### src/rtl/user_rom_arb_pkg.sv
// Shared constants for the user-domain pixel ROM arbiter: default parameters,
// FSM state encodings and an index-width helper.
package user_rom_arb_pkg;

  localparam int unsigned NUM_REQ_DEF   = 2;
  localparam int unsigned ADDR_W_DEF    = 32;
  localparam int unsigned DATA_W_DEF    = 8;
  localparam int unsigned MAX_BURST_DEF = 9;
  localparam int unsigned TIMEOUT_DEF   = 16;

  localparam logic [0:0] ST_IDLE   = 1'b0;
  localparam logic [0:0] ST_ACCESS = 1'b1;

  // Index width that stays at least one bit wide for a single requester
  function automatic int unsigned idx_width(input int unsigned n);
    return (n > 1) ? $clog2(n) : 1;
  endfunction

endpackage

### src/rtl/user_rr_pick.sv
// Combinational round-robin picker: first set request at or above ptr_i, with wrap.
module user_rr_pick #(
  parameter int unsigned NumReq = 2,
  parameter int unsigned IdxW   = 1
) (
  input  logic [NumReq-1:0] req_i,
  input  logic [IdxW-1:0]   ptr_i,
  output logic [IdxW-1:0]   idx_o,
  output logic              found_o
);

  int unsigned       sum;
  logic [IdxW-1:0]   cand;

  always_comb begin
    idx_o   = '0;
    found_o = 1'b0;
    sum     = 0;
    cand    = '0;
    for (int unsigned i = 0; i < NumReq; i++) begin
      sum = 32'(ptr_i) + i;
      if (sum >= NumReq) sum = sum - NumReq;
      cand = IdxW'(sum);
      if (!found_o && req_i[cand]) begin
        found_o = 1'b1;
        idx_o   = cand;
      end
    end
  end

endmodule

### src/rtl/user_rom_arbiter.sv
// Shares one pixel ROM port between NumReq requesters: round-robin grant, burst lock,
// MaxBurst fairness cap and a response timeout guard with a sticky flag.
module user_rom_arbiter
  import user_rom_arb_pkg::*;
#(
  parameter  int unsigned NumReq        = NUM_REQ_DEF,
  parameter  int unsigned AddrWidth     = ADDR_W_DEF,
  parameter  int unsigned DataWidth     = DATA_W_DEF,
  parameter  int unsigned MaxBurst      = MAX_BURST_DEF,
  parameter  int unsigned TimeoutCycles = TIMEOUT_DEF,
  localparam int unsigned IdxW          = idx_width(NumReq)
) (
  input  logic                              clk_i,
  input  logic                              rst_ni,
  input  logic [NumReq-1:0]                 req_i,
  input  logic [NumReq-1:0][AddrWidth-1:0]  addr_i,
  output logic [NumReq-1:0]                 valid_o,
  output logic [DataWidth-1:0]              data_o,
  output logic                              rom_req_o,
  output logic [AddrWidth-1:0]              rom_addr_o,
  input  logic [DataWidth-1:0]              rom_data_i,
  input  logic                              rom_valid_i,
  output logic                              busy_o,
  output logic [IdxW-1:0]                   owner_o,
  output logic                              timeout_o,
  input  logic                              clear_timeout_i
);

  localparam int unsigned BeatW = $clog2(MaxBurst + 1);
  localparam int unsigned WaitW = $clog2(TimeoutCycles);

  logic [0:0]       state_q, state_d;
  logic [IdxW-1:0]  rr_ptr_q, rr_ptr_d;
  logic [IdxW-1:0]  owner_q, owner_d;
  logic [BeatW-1:0] beat_cnt_q, beat_cnt_d;
  logic [WaitW-1:0] wait_cnt_q, wait_cnt_d;
  logic             timeout_q, timeout_d;

  logic [IdxW-1:0]  pick_idx;
  logic             pick_found;
  logic             in_access, beat, tmo;
  logic [IdxW-1:0]  next_ptr;

  user_rr_pick #(
    .NumReq (NumReq),
    .IdxW   (IdxW)
  ) u_pick (
    .req_i   (req_i),
    .ptr_i   (rr_ptr_q),
    .idx_o   (pick_idx),
    .found_o (pick_found)
  );

  assign in_access = (state_q == ST_ACCESS);
  assign rom_req_o = in_access & req_i[owner_q];
  assign beat      = rom_req_o & rom_valid_i;
  // A valid arriving on the last wait cycle counts as a beat, so it suppresses the timeout
  assign tmo       = rom_req_o & ~rom_valid_i & (wait_cnt_q == WaitW'(TimeoutCycles - 1));
  assign next_ptr  = (owner_q == IdxW'(NumReq - 1)) ? '0 : owner_q + IdxW'(1);

  assign busy_o    = in_access;
  assign owner_o   = owner_q;
  assign timeout_o = timeout_q;

  // Zero-latency response path to the owner
  always_comb begin
    rom_addr_o = '0;
    valid_o    = '0;
    data_o     = '0;
    if (in_access) rom_addr_o = addr_i[owner_q];
    if (beat) begin
      valid_o[owner_q] = 1'b1;
      data_o           = rom_data_i;
    end else if (tmo) begin
      valid_o[owner_q] = 1'b1;
      data_o           = '1;
    end
  end

  always_comb begin
    state_d    = state_q;
    rr_ptr_d   = rr_ptr_q;
    owner_d    = owner_q;
    beat_cnt_d = beat_cnt_q;
    wait_cnt_d = wait_cnt_q;
    timeout_d  = clear_timeout_i ? 1'b0 : timeout_q;
    case (state_q)
      ST_IDLE: begin
        if (pick_found) begin
          owner_d    = pick_idx;
          beat_cnt_d = '0;
          wait_cnt_d = '0;
          state_d    = ST_ACCESS;
        end
      end
      ST_ACCESS: begin
        if (!req_i[owner_q]) begin
          state_d  = ST_IDLE;
          rr_ptr_d = next_ptr;
        end else if (beat) begin
          wait_cnt_d = '0;
          if (beat_cnt_q != BeatW'(MaxBurst)) beat_cnt_d = beat_cnt_q + BeatW'(1);
          if (beat_cnt_q == BeatW'(MaxBurst - 1)) begin
            state_d  = ST_IDLE;
            rr_ptr_d = next_ptr;
          end
        end else if (tmo) begin
          timeout_d = 1'b1;
          state_d   = ST_IDLE;
          rr_ptr_d  = next_ptr;
        end else if (wait_cnt_q != {WaitW{1'b1}}) begin
          wait_cnt_d = wait_cnt_q + WaitW'(1);
        end
      end
      default: state_d = ST_IDLE;
    endcase
  end

  always_ff @(posedge clk_i or negedge rst_ni) begin
    if (!rst_ni) begin
      state_q    <= ST_IDLE;
      rr_ptr_q   <= '0;
      owner_q    <= '0;
      beat_cnt_q <= '0;
      wait_cnt_q <= '0;
      timeout_q  <= 1'b0;
    end else begin
      state_q    <= state_d;
      rr_ptr_q   <= rr_ptr_d;
      owner_q    <= owner_d;
      beat_cnt_q <= beat_cnt_d;
      wait_cnt_q <= wait_cnt_d;
      timeout_q  <= timeout_d;
    end
  end

endmodule
### config.mk
export PLATFORM = sky130hd
export DESIGN_NAME = user_rom_arbiter
export DESIGN_NICKNAME = d
export VERILOG_FILES = /design/src/rtl/user_rom_arb_pkg.sv /design/src/rtl/user_rr_pick.sv /design/src/rtl/user_rom_arbiter.sv
export SDC_FILE = /design/constraint.sdc
export NUM_CORES = 1
export LEC_CHECK = 0
export BUFFER_PORTS_ARGS = -buffer_cell sky130_fd_sc_hd__buf_2
export CAP_MARGIN = 20
export CORE_MARGIN = 2
export CORE_UTILIZATION = 40
export CTS_BUF_LIST = sky130_fd_sc_hd__clkbuf_4
export CTS_CLUSTER_DIAMETER = 40
export DETAILED_ROUTE_END_ITERATION = 7
export PLACE_DENSITY = 0.95
export SYNTH_ARGS = -nofsm -noshare
export SYNTH_HDL_FRONTEND = slang
export SYNTH_HIERARCHICAL = 1
export SYNTH_SLANG_ARGS = --single-unit
### constraint.sdc
create_clock -name clk_i -period 3.7 [get_ports clk_i]
set_clock_uncertainty 0.1 [all_clocks]
set_input_delay 0.74 -clock clk_i [delete_from_list [all_inputs] [get_ports clk_i]]
set_output_delay 0.74 -clock clk_i [all_outputs]
set_load 0.1 [all_outputs]
==> results of run 1 <==
metal layers:
metal,GRT usage (%),vias up
li1,-,799
met1,22.4,706
met2,37.1,75
met3,2.38,2
met4,4.76,0
met5,0,-
critical path, stage by stage:
cell and delay (ns):
buf_2 0.11, mux2_4 0.20, nand2_1 0.11, nor2_1 0.42
o21a_1 0.17, buf_2 0.42
sequential cells by signal (all words and copies together), names as in the netlist:
register / cells
owner_o: 1
busy_o: 1
timeout_o: 1
wait_cnt_q: 4
rr_ptr_q: 1
beat_cnt_q: 4
stage by stage:
stage	std cells	util (%)	TNS (ns)	cell area (sq um)	hold slack (ns)
5_1_grt	323	66.3	0	2010	0.249
6_report	323	66.3	0	2010	0.240
3_5_place_dp	319	65.5	0	1980	0.414
2_1_floorplan	158	-	-0.0325	1330	0.344
4_1_cts	323	66.3	0	2010	0.242
3_3_place_gp	319	65.5	0	1980	0.390
cells in the mapped netlist:
| master | n | area (sq um) |
|---|---|---|
| o21a_1 | 8 | 60.1 |
| nand3b_1 | 2 | 15.0 |
| a211o_1 | 1 | 8.76 |
| a31o_2 | 1 | 8.76 |
| nand4_1 | 1 | 6.26 |
| a21boi_1 | 1 | 7.51 |
| ha_1 | 4 | 50.1 |
| nor3b_4 | 1 | 18.8 |
| nand2_1 | 6 | 22.5 |
| mux2_2 | 1 | 11.3 |
| a22oi_1 | 1 | 7.51 |
| a31oi_1 | 3 | 18.8 |
| and3_1 | 1 | 6.26 |
| mux2i_1 | 32 | 320 |
| a21oi_1 | 5 | 25.0 |
| nor2b_1 | 2 | 12.5 |
| mux2_4 | 1 | 15.0 |
| inv_2 | 1 | 3.75 |
| o21ai_1 | 1 | 5.00 |
| or3_1 | 2 | 12.5 |
| nand3_1 | 2 | 10.0 |
| buf_2 | 5 | 25.0 |
| nand4b_1 | 2 | 17.5 |
| buf_1 | 3 | 11.3 |
| or2_1 | 1 | 6.26 |
| nor3_1 | 1 | 5.00 |
| o22ai_1 | 3 | 18.8 |
| inv_1 | 8 | 30.0 |
| nor2_1 | 34 | 128 |
| a2111oi_0 | 1 | 8.76 |
| dfrtp_1 | 12 | 300 |
| o21ai_0 | 6 | 30.0 |
| a211oi_1 | 1 | 7.51 |
| nand2b_1 | 3 | 18.8 |
| and2_1 | 1 | 6.26 |
worst paths after layout:
| kind | start | to | slack (ns) | cells past startpoint |
|---|---|---|---|---|
| worst max-delay path | req_i[1] | data_o[3] | 0.69 | 6 |
| worst min-delay path | rst_ni | beat_cnt_q[0]$_DFFE_PN0P_ | 0.24 | 1 |
| worst max register to register | busy_o$_DFF_PN0_ | rr_ptr_q$_DFFE_PN0P_ | 1.81 | 4 |
| worst min register to register | rr_ptr_q$_DFFE_PN0P_ | rr_ptr_q$_DFFE_PN0P_ | 0.42 | 1 |
| max in group asynchronous | rst_ni | owner_o$_DFFE_PN0P_ | 3.02 | 1 |
| min in group clk_i | rr_ptr_q$_DFFE_PN0P_ | rr_ptr_q$_DFFE_PN0P_ | 0.42 | 1 |
kinds of logic (layout without fill, tap and decap cells):
kind of cell,after synthesis,count (layout),synth area share (%)
mux,34,34,27.5
buf+inv,17,138,5.57
fa+ha+maj,4,4,3.98
simple gates,59,59,22.7
flops,12,12,23.9
compound gates,32,32,16.4
cell type report:
type                       count  area [sq um]
clock buffer                   3          22.5
clock inverter                 1          3.75
fill                         274          1020
inverter                       9          33.8
multi-input combinational    129           961
sequential                    12           302
tap                           44          55.1
timing repair buffer         125           631
cell usage in the layout (no fill, tap or decap), types with 2 or more instances in the layout:
cell type	instances
o22ai_1	3
buf_4	2
nand3b_1	2
o21ai_0	6
nor2b_1	2
a31oi_1	3
inv_1	8
dfrtp_1	11
nor2_2	27
nand4b_1	2
mux2i_1	32
a21oi_1	5
nor2_1	7
or3_1	2
buf_2	123
o21a_1	8
clkbuf_4	3
nand3_1	2
nand2_1	6
ha_1	4
nand2b_1	3
==> impl_metrics.ini, run 1 <==
[detailed_routing]
first_iter_violations = 66
wirelength_um = 3940
post_drt_wl_per_cell_um = 12.2
avgViaCountPerCell = 4.90
remaining_drc_errors = 0
wl_met2_um = 2070
wl_met1_um = 1560
antenna_left = 0
vias = 1582
drt_first_pass_iters = 4
highest_layer = met4
route.met3.wl_um = 291

[floorplan]
die_w_um = 60.1
dieArea_sq_mm = 0.00361
pin_count = 124
row_count = 20
die_h_um = 60.1
initial_core_util_pct = 41.6
core_sq_mm = 0.00303

[worst_setup_path]
end_kind = output pin
path_class = in -> out
cp-start-kind = primary input
worstPathMaxFanout = 8
cp_data_required_time_ns = 2.86
cp.arrival_ns = 2.17

[placement]
gp_congestion = 0.779
port_buffers = 123
dpl_worst_slack_ns = 0.696
dpl.hpwl_um = 3260

[cts]
clk_latency_ns = 0.26
cts_sinks = 12
cts_repair_resize_count = 0
cts_tree = yes
postCtsSetupBuffers = 0
numCtsBuffers = 3
htreeDepth = 1
cts_hold_buf = 0
root_buffer = clkbuf_4
cts_buffer_depth = 2
clk_pin_slew_ns = 0.07

[logic_synthesis]
synth.distinct_cells = 35
yosysWarnings = 6
synth_cells = 158
ys_seq_elements = 12
syn_nets = 240
synth.avg_cell_area_sq_um = 7.97
syn-cell-area_sq_mm = 0.00126
synth_seq_area_share_pct = 23.9

[sta]
setup_ws_ns = 0.686
drv_slew = 0
rsz0062_at_grt = false
finalSetupViolations = 0
min_period_ns = 3.01
period_share_pct = 81.4
slew_headroom_pct = 63.4
worst_slew_pin_slew_ns = 0.549
hold_viol_final = 0
fmax_mhz = 332

[grt]
antenna_found_initial = 0
grt_overflow = 0
track_usage_pct = 19.4
grt_pass1_vias = 1388
grt_pass1_wl_um = 5440
grt_max_degree = 39

[cells_and_area]
drive_gt1_share_pct = 58.1
final_nets = 362
diodes = 0
area_growth_pct = 59.5

[run_status]
status = finished clean

[run]
cap_viol_max_count = 0

[min_path]
hp-class = in -> async
Power of run 1 is not shown: default switching activity piles up to over one toggle a cycle in this logic, so the estimate is an artifact.
==> run 2: changes to the inputs <==
--- a/config.mk
+++ b/config.mk
@@ -8,11 +8,11 @@
 export BUFFER_PORTS_ARGS = -buffer_cell sky130_fd_sc_hd__buf_2
 export CAP_MARGIN = 20
 export CORE_MARGIN = 2
-export CORE_UTILIZATION = 40
+export CORE_UTILIZATION = 37
 export CTS_BUF_LIST = sky130_fd_sc_hd__clkbuf_4
 export CTS_CLUSTER_DIAMETER = 40
 export DETAILED_ROUTE_END_ITERATION = 7
-export PLACE_DENSITY = 0.95
+export PLACE_DENSITY = 0.92
 export SYNTH_ARGS = -nofsm -noshare
 export SYNTH_HDL_FRONTEND = slang
 export SYNTH_HIERARCHICAL = 1
==> constraint.sdc (replaced) <==
create_clock -name clk_i -period 3.1 [get_ports clk_i]
set_clock_uncertainty 0.1 [all_clocks]
set_input_delay 0.62 -clock clk_i [delete_from_list [all_inputs] [get_ports clk_i]]
set_output_delay 0.62 -clock clk_i [all_outputs]
set_load 0.1 [all_outputs]
==> run 2 against run 1 <==
Effect of this change: critical path depth shrank 2; via count grew 5.8%; global-route usage grew 4.0 points; count of clock-buffer cells in the layout is the same; flip-flop and latch count is the same; hold slack lost 0.13 ns; non-clock buffer count is the same; largest cell class unchanged; highest routed layer unchanged.
==> impl_metrics.ini, run 2 (synthesis gave the netlist of run 1 again) <==
[sta]
rsz0062_at_grt = false
worst_slew_pin_slew_ns = 0.570
fmax_mhz = 367
hold_viol_final = 0
drv_slew = 0
slew_headroom_pct = 62.0
min_period_ns = 2.72
period_share_pct = 87.8
finalSetupViolations = 0
holdWs_ns = 0.107
setup_tns_ns = 0

[run_status]
status = finished clean

[detailed_routing]
antenna_left = 0
wirelength_um = 4620
post_drt_wl_per_cell_um = 14.2
drt_first_pass_iters = 4
avgViaCountPerCell = 5.15
vias = 1673
first_iter_violations = 75
remaining_drc_errors = 0

[placement]
dpl.hpwl_um = 3820
placed_cell_area_sq_mm = 0.00226
gp_congestion = 0.831
port_buffers = 123

[cells_and_area]
area_growth_pct = 81.5
fillCellCount = 285
final_nets = 362
finalInstanceArea_sq_mm = 0.00228
drive_gt1_share_pct = 62.7
diodes = 0
top_regs = beat_cnt_q: 4 flops, wait_cnt_q: 4 flops
post-route-util_pct = 69.0
final_common_cell = buf_2
final_cell_mix = 114 x buf_2, 32 x mux2i_1, 21 x nor2_4, 11 x dfrtp_1

[floorplan]
die_w_um = 62.3
die_h_um = 62.3
initial_core_util_pct = 38.0
pin_count = 124
dieArea_sq_mm = 0.00388
row_count = 21
core_sq_mm = 0.00331

[worst_setup_path]
cp.arrival_ns = 2.00
end_kind = output pin
cp-start-kind = flip-flop
cp_data_required_time_ns = 2.38
path_class = reg -> out
worstPathMaxFanout = 15

[grt]
grt_max_degree = 39
track_usage_pct = 23.4
grt_pass1_vias = 1625
grt_overflow = 0
antenna_found_initial = 0
grt_pass1_wl_um = 7490

[cts]
numCtsBuffers = 3
htreeDepth = 1
cts_sinks = 12
root_buffer = clkbuf_4
cts_tree = yes
cts_buffer_depth = 2
cts_hold_buf = 0
postCtsSetupBuffers = 0
cts_repair_resize_count = 0
clk_latency_ns = 0.27
clk_pin_slew_ns = 0.08

[min_path]
hp-class = in -> async

[run]
cap_viol_max_count = 0
## run 2: layer usage
layer	share of wire [%]	up-vias	track usage [%]
met5	0	-	0
met4	1.9	0	7.50
met3	6.6	10	3.62
met2	53	68	44.4
met1	38	786	26.7
li1	-	809	-
## run 2: path summary, 6_finish.rpt
path	start	to	slack, ns	cells past startpoint
worst min-delay path	rst_ni	beat_cnt_q[3]$_DFFE_PN0P_	0.11	1
min in group clk_i	clear_timeout_i	timeout_o$_DFF_PN0_	0.42	2
worst max-delay path	busy_o$_DFF_PN0_	data_o[7]	0.38	4
max in group asynchronous	rst_ni	owner_o$_DFFE_PN0P_	2.55	1
worst min register to register	rr_ptr_q$_DFFE_PN0P_	rr_ptr_q$_DFFE_PN0P_	0.43	1
worst max register to register	busy_o$_DFF_PN0_	rr_ptr_q$_DFFE_PN0P_	1.17	4
## run 2: cell type report
class	count	area [sq um]	area share, %
clock buffer	3	22.5	0.986
timing repair buffer	125	778	34.1
sequential	12	302	13.2
multi-input combinational	129	1090	47.6
inverter	9	33.8	1.48
clock inverter	1	3.75	0.164
tap	46	57.6	2.52
## run 2: through the flow
step | setup slack, ns | instances
after floorplan | -0.253 | 158
after global placement | 0.529 | 321
after detailed placement | 0.448 | 321
after CTS | 0.374 | 325
after global routing | 0.195 | 325
final | 0.378 | 325
## run 2: worst max-delay path, stage by stage, from the launching register on
cell and delay [ns]:
dfrtp_1 0.53, inv_2 0.30, nor3b_4 0.47, o21a_2 0.25
buf_12 0.18
Power of run 2 is left out for the same reason.
==> run 3: changes to the inputs <==
--- a/config.mk
+++ b/config.mk
@@ -5,6 +5,7 @@
 export SDC_FILE = /design/constraint.sdc
 export NUM_CORES = 1
 export LEC_CHECK = 0
+export ABC_AREA = 1
 export BUFFER_PORTS_ARGS = -buffer_cell sky130_fd_sc_hd__buf_2
 export CAP_MARGIN = 20
 export CORE_MARGIN = 2
@@ -12,7 +13,7 @@
 export CTS_BUF_LIST = sky130_fd_sc_hd__clkbuf_4
 export CTS_CLUSTER_DIAMETER = 40
 export DETAILED_ROUTE_END_ITERATION = 7
-export PLACE_DENSITY = 0.92
+export PLACE_DENSITY = 0.93
 export SYNTH_ARGS = -nofsm -noshare
 export SYNTH_HDL_FRONTEND = slang
 export SYNTH_HIERARCHICAL = 1
==> run 3 against run 2 <==
Effect of this change: area after synthesis fell by 1.3%; sequential share of layout area down 0.17 points; count of clock-buffer cells in the layout unchanged; register-to-register slack gained 0.25 ns; hold slack improved by 0.0070 ns; utilization rose by 1.2 points; synthesized cell count rose by 39%; flip-flop and latch count is the same; cell count is 18% higher; critical endpoint is now rom_addr_o[29].
==> impl_metrics.ini, run 3 <==
[detailed_routing]
antenna_left = 0
vias = 1819
remaining_drc_errors = 0
avgViaCountPerCell = 4.76
drt_first_pass_iters = 6
first_iter_violations = 61
wirelength_um = 4500
post_drt_wl_per_cell_um = 11.8

[logic_synthesis]
yosysWarnings = 6
synth_seq_area_share_pct = 24.2
synth_top_area_share_pct = 24.2
yosys-top-cells-count = 73 x nor2_1, 41 x nand2_1, 36 x o21ai_0
syn_nets = 301
synth_cells = 219
synth_edf_count = 0
ys_seq_elements = 12
synth_area_leaders = dfrtp_1 24%, nor2_1 22%, o21ai_0 15%
async_flop_share_pct = 100
synth_top_area_cell = dfrtp_1
synth.distinct_cells = 22
synth.avg_cell_area_sq_um = 5.67
syn-cell-area_sq_mm = 0.00124
ys.flop_type = dfrtp_1
post-synth-top-count-cell = nor2_1

[floorplan]
core_sq_mm = 0.00328
die_h_um = 61.9
row_count = 21
initial_core_util_pct = 37.8
pin_count = 124
die_w_um = 61.9
dieArea_sq_mm = 0.00384

[worst_setup_path]
slowest_delay_ns = 0.48
cp_data_required_time_ns = 2.38
end_kind = output pin
cp.arrival_ns = 1.91
path_class = reg -> out
cp-start-kind = flip-flop
crit_chain = inv_2 -> buf_4 -> nor2_1 -> nor2_4 -> buf_2
worstPathMaxFanout = 35
cp_slowest_cell = dfrtp_1

[cts]
postCtsSetupBuffers = 0
cts_tree = yes
htreeDepth = 1
cts_hold_buf = 0
cts_buffer_depth = 2
clk_latency_ns = 0.28
clk_pin_slew_ns = 0.07
cts_repair_resize_count = 0
cts_sinks = 12
numCtsBuffers = 3
root_buffer = clkbuf_4

[cells_and_area]
area_growth_pct = 85.5
diodes = 0
final_common_cell = buf_2
final_nets = 420
final_cell_mix = 112 x buf_2, 41 x nand2_1, 39 x nor2_1, 36 x o21ai_0, 31 x nor2_4
top_regs = beat_cnt_q: 4 flops, wait_cnt_q: 4 flops
fillCellCount = 260
drive_gt1_share_pct = 51.5

[sta]
setup_ws_ns = 0.474
worst_slew_pin_slew_ns = 0.507
period_share_pct = 84.7
slew_headroom_pct = 66.4
drv_slew = 0
min_period_ns = 2.63
fmax_mhz = 381
finalSetupViolations = 0
rsz0062_at_grt = false
hold_viol_final = 0

[run_status]
status = finished clean

[grt]
grt_pass1_vias = 1592
grt_max_degree = 41
grt_pass1_wl_um = 6590
antenna_found_initial = 0
track_usage_pct = 22.9
grt_overflow = 0

[placement]
dpl_worst_slack_ns = 0.729
dpl.hpwl_um = 3620
gp_congestion = 0.822
port_buffers = 123

[run]
cap_viol_max_count = 0

[min_path]
hp-class = in -> async
## run 3: critical path: cells and delay by family, from the launching register on
family | cells | cell delay [ns]
buffers and inverters | 3 | 0.87
flip-flops | 1 | 0.48
AND/OR/NAND/NOR | 2 | 0.27
## run 3: logic make-up after synthesis
family	Yosys count	synth area share [%]
buffers and inverters	24	8.56
xor gates and xnor gates	3	2.12
DFF	12	24.2
and+or+nand+nor	136	45.0
adders and majority gates	4	4.03
AOI/OAI and AO/OA	40	16.1
## run 3: worst paths after layout
check                                     startpoint                   endpoint  slack, ns  depth (start not counted)
min                                           rst_ni        timeout_o$_DFF_PN0_       0.11                          1
max reg2reg                wait_cnt_q[0]$_DFFE_PN0P_  wait_cnt_q[3]$_DFFE_PN0P_       1.42                          8
max                              owner_o$_DFFE_PN0P_             rom_addr_o[29]       0.47                          5
min in group clk_i              rr_ptr_q$_DFFE_PN0P_       rr_ptr_q$_DFFE_PN0P_       0.39                          2
min reg2reg                     rr_ptr_q$_DFFE_PN0P_       rr_ptr_q$_DFFE_PN0P_       0.39                          2
max in group asynchronous                     rst_ni       rr_ptr_q$_DFFE_PN0P_       2.56                          1
## run 3: area by class of cell
cell class,instances,area [sq um],share of cell area (%)
clock buffers,3,22.5,0.977
well taps,46,57.6,2.50
flip-flops and latches,12,300,13.0
multi-input cells,183,1080,46.7
inverters,12,45.0,1.95
repair buffers,126,803,34.9
## run 3: layer usage
metal | GRT usage [%] | vias up | share of wire [%]
met5 | 0 | - | 0
met4 | 9.42 | 0 | 1.7
met3 | 3.73 | 9 | 6.5
met2 | 45.7 | 68 | 54
met1 | 22.9 | 808 | 38
li1 | - | 934 | -
## run 3: per-stage QoR
step                      instance area, sq um  TNS (ns)  hold WS (ns)  std cells  utilization [%]
after CTS                                 2300         0         0.116        382             70.2
final                                     2300         0         0.114        382             70.2
after global routing                      2300         0         0.125        382             70.2
after detailed placement                  2280         0         0.364        379             69.5
after floorplan                           1480    -0.113         0.224        219                -
after global placement                    2280         0         0.363        379             69.5
Power of run 3 is left out for the same reason.
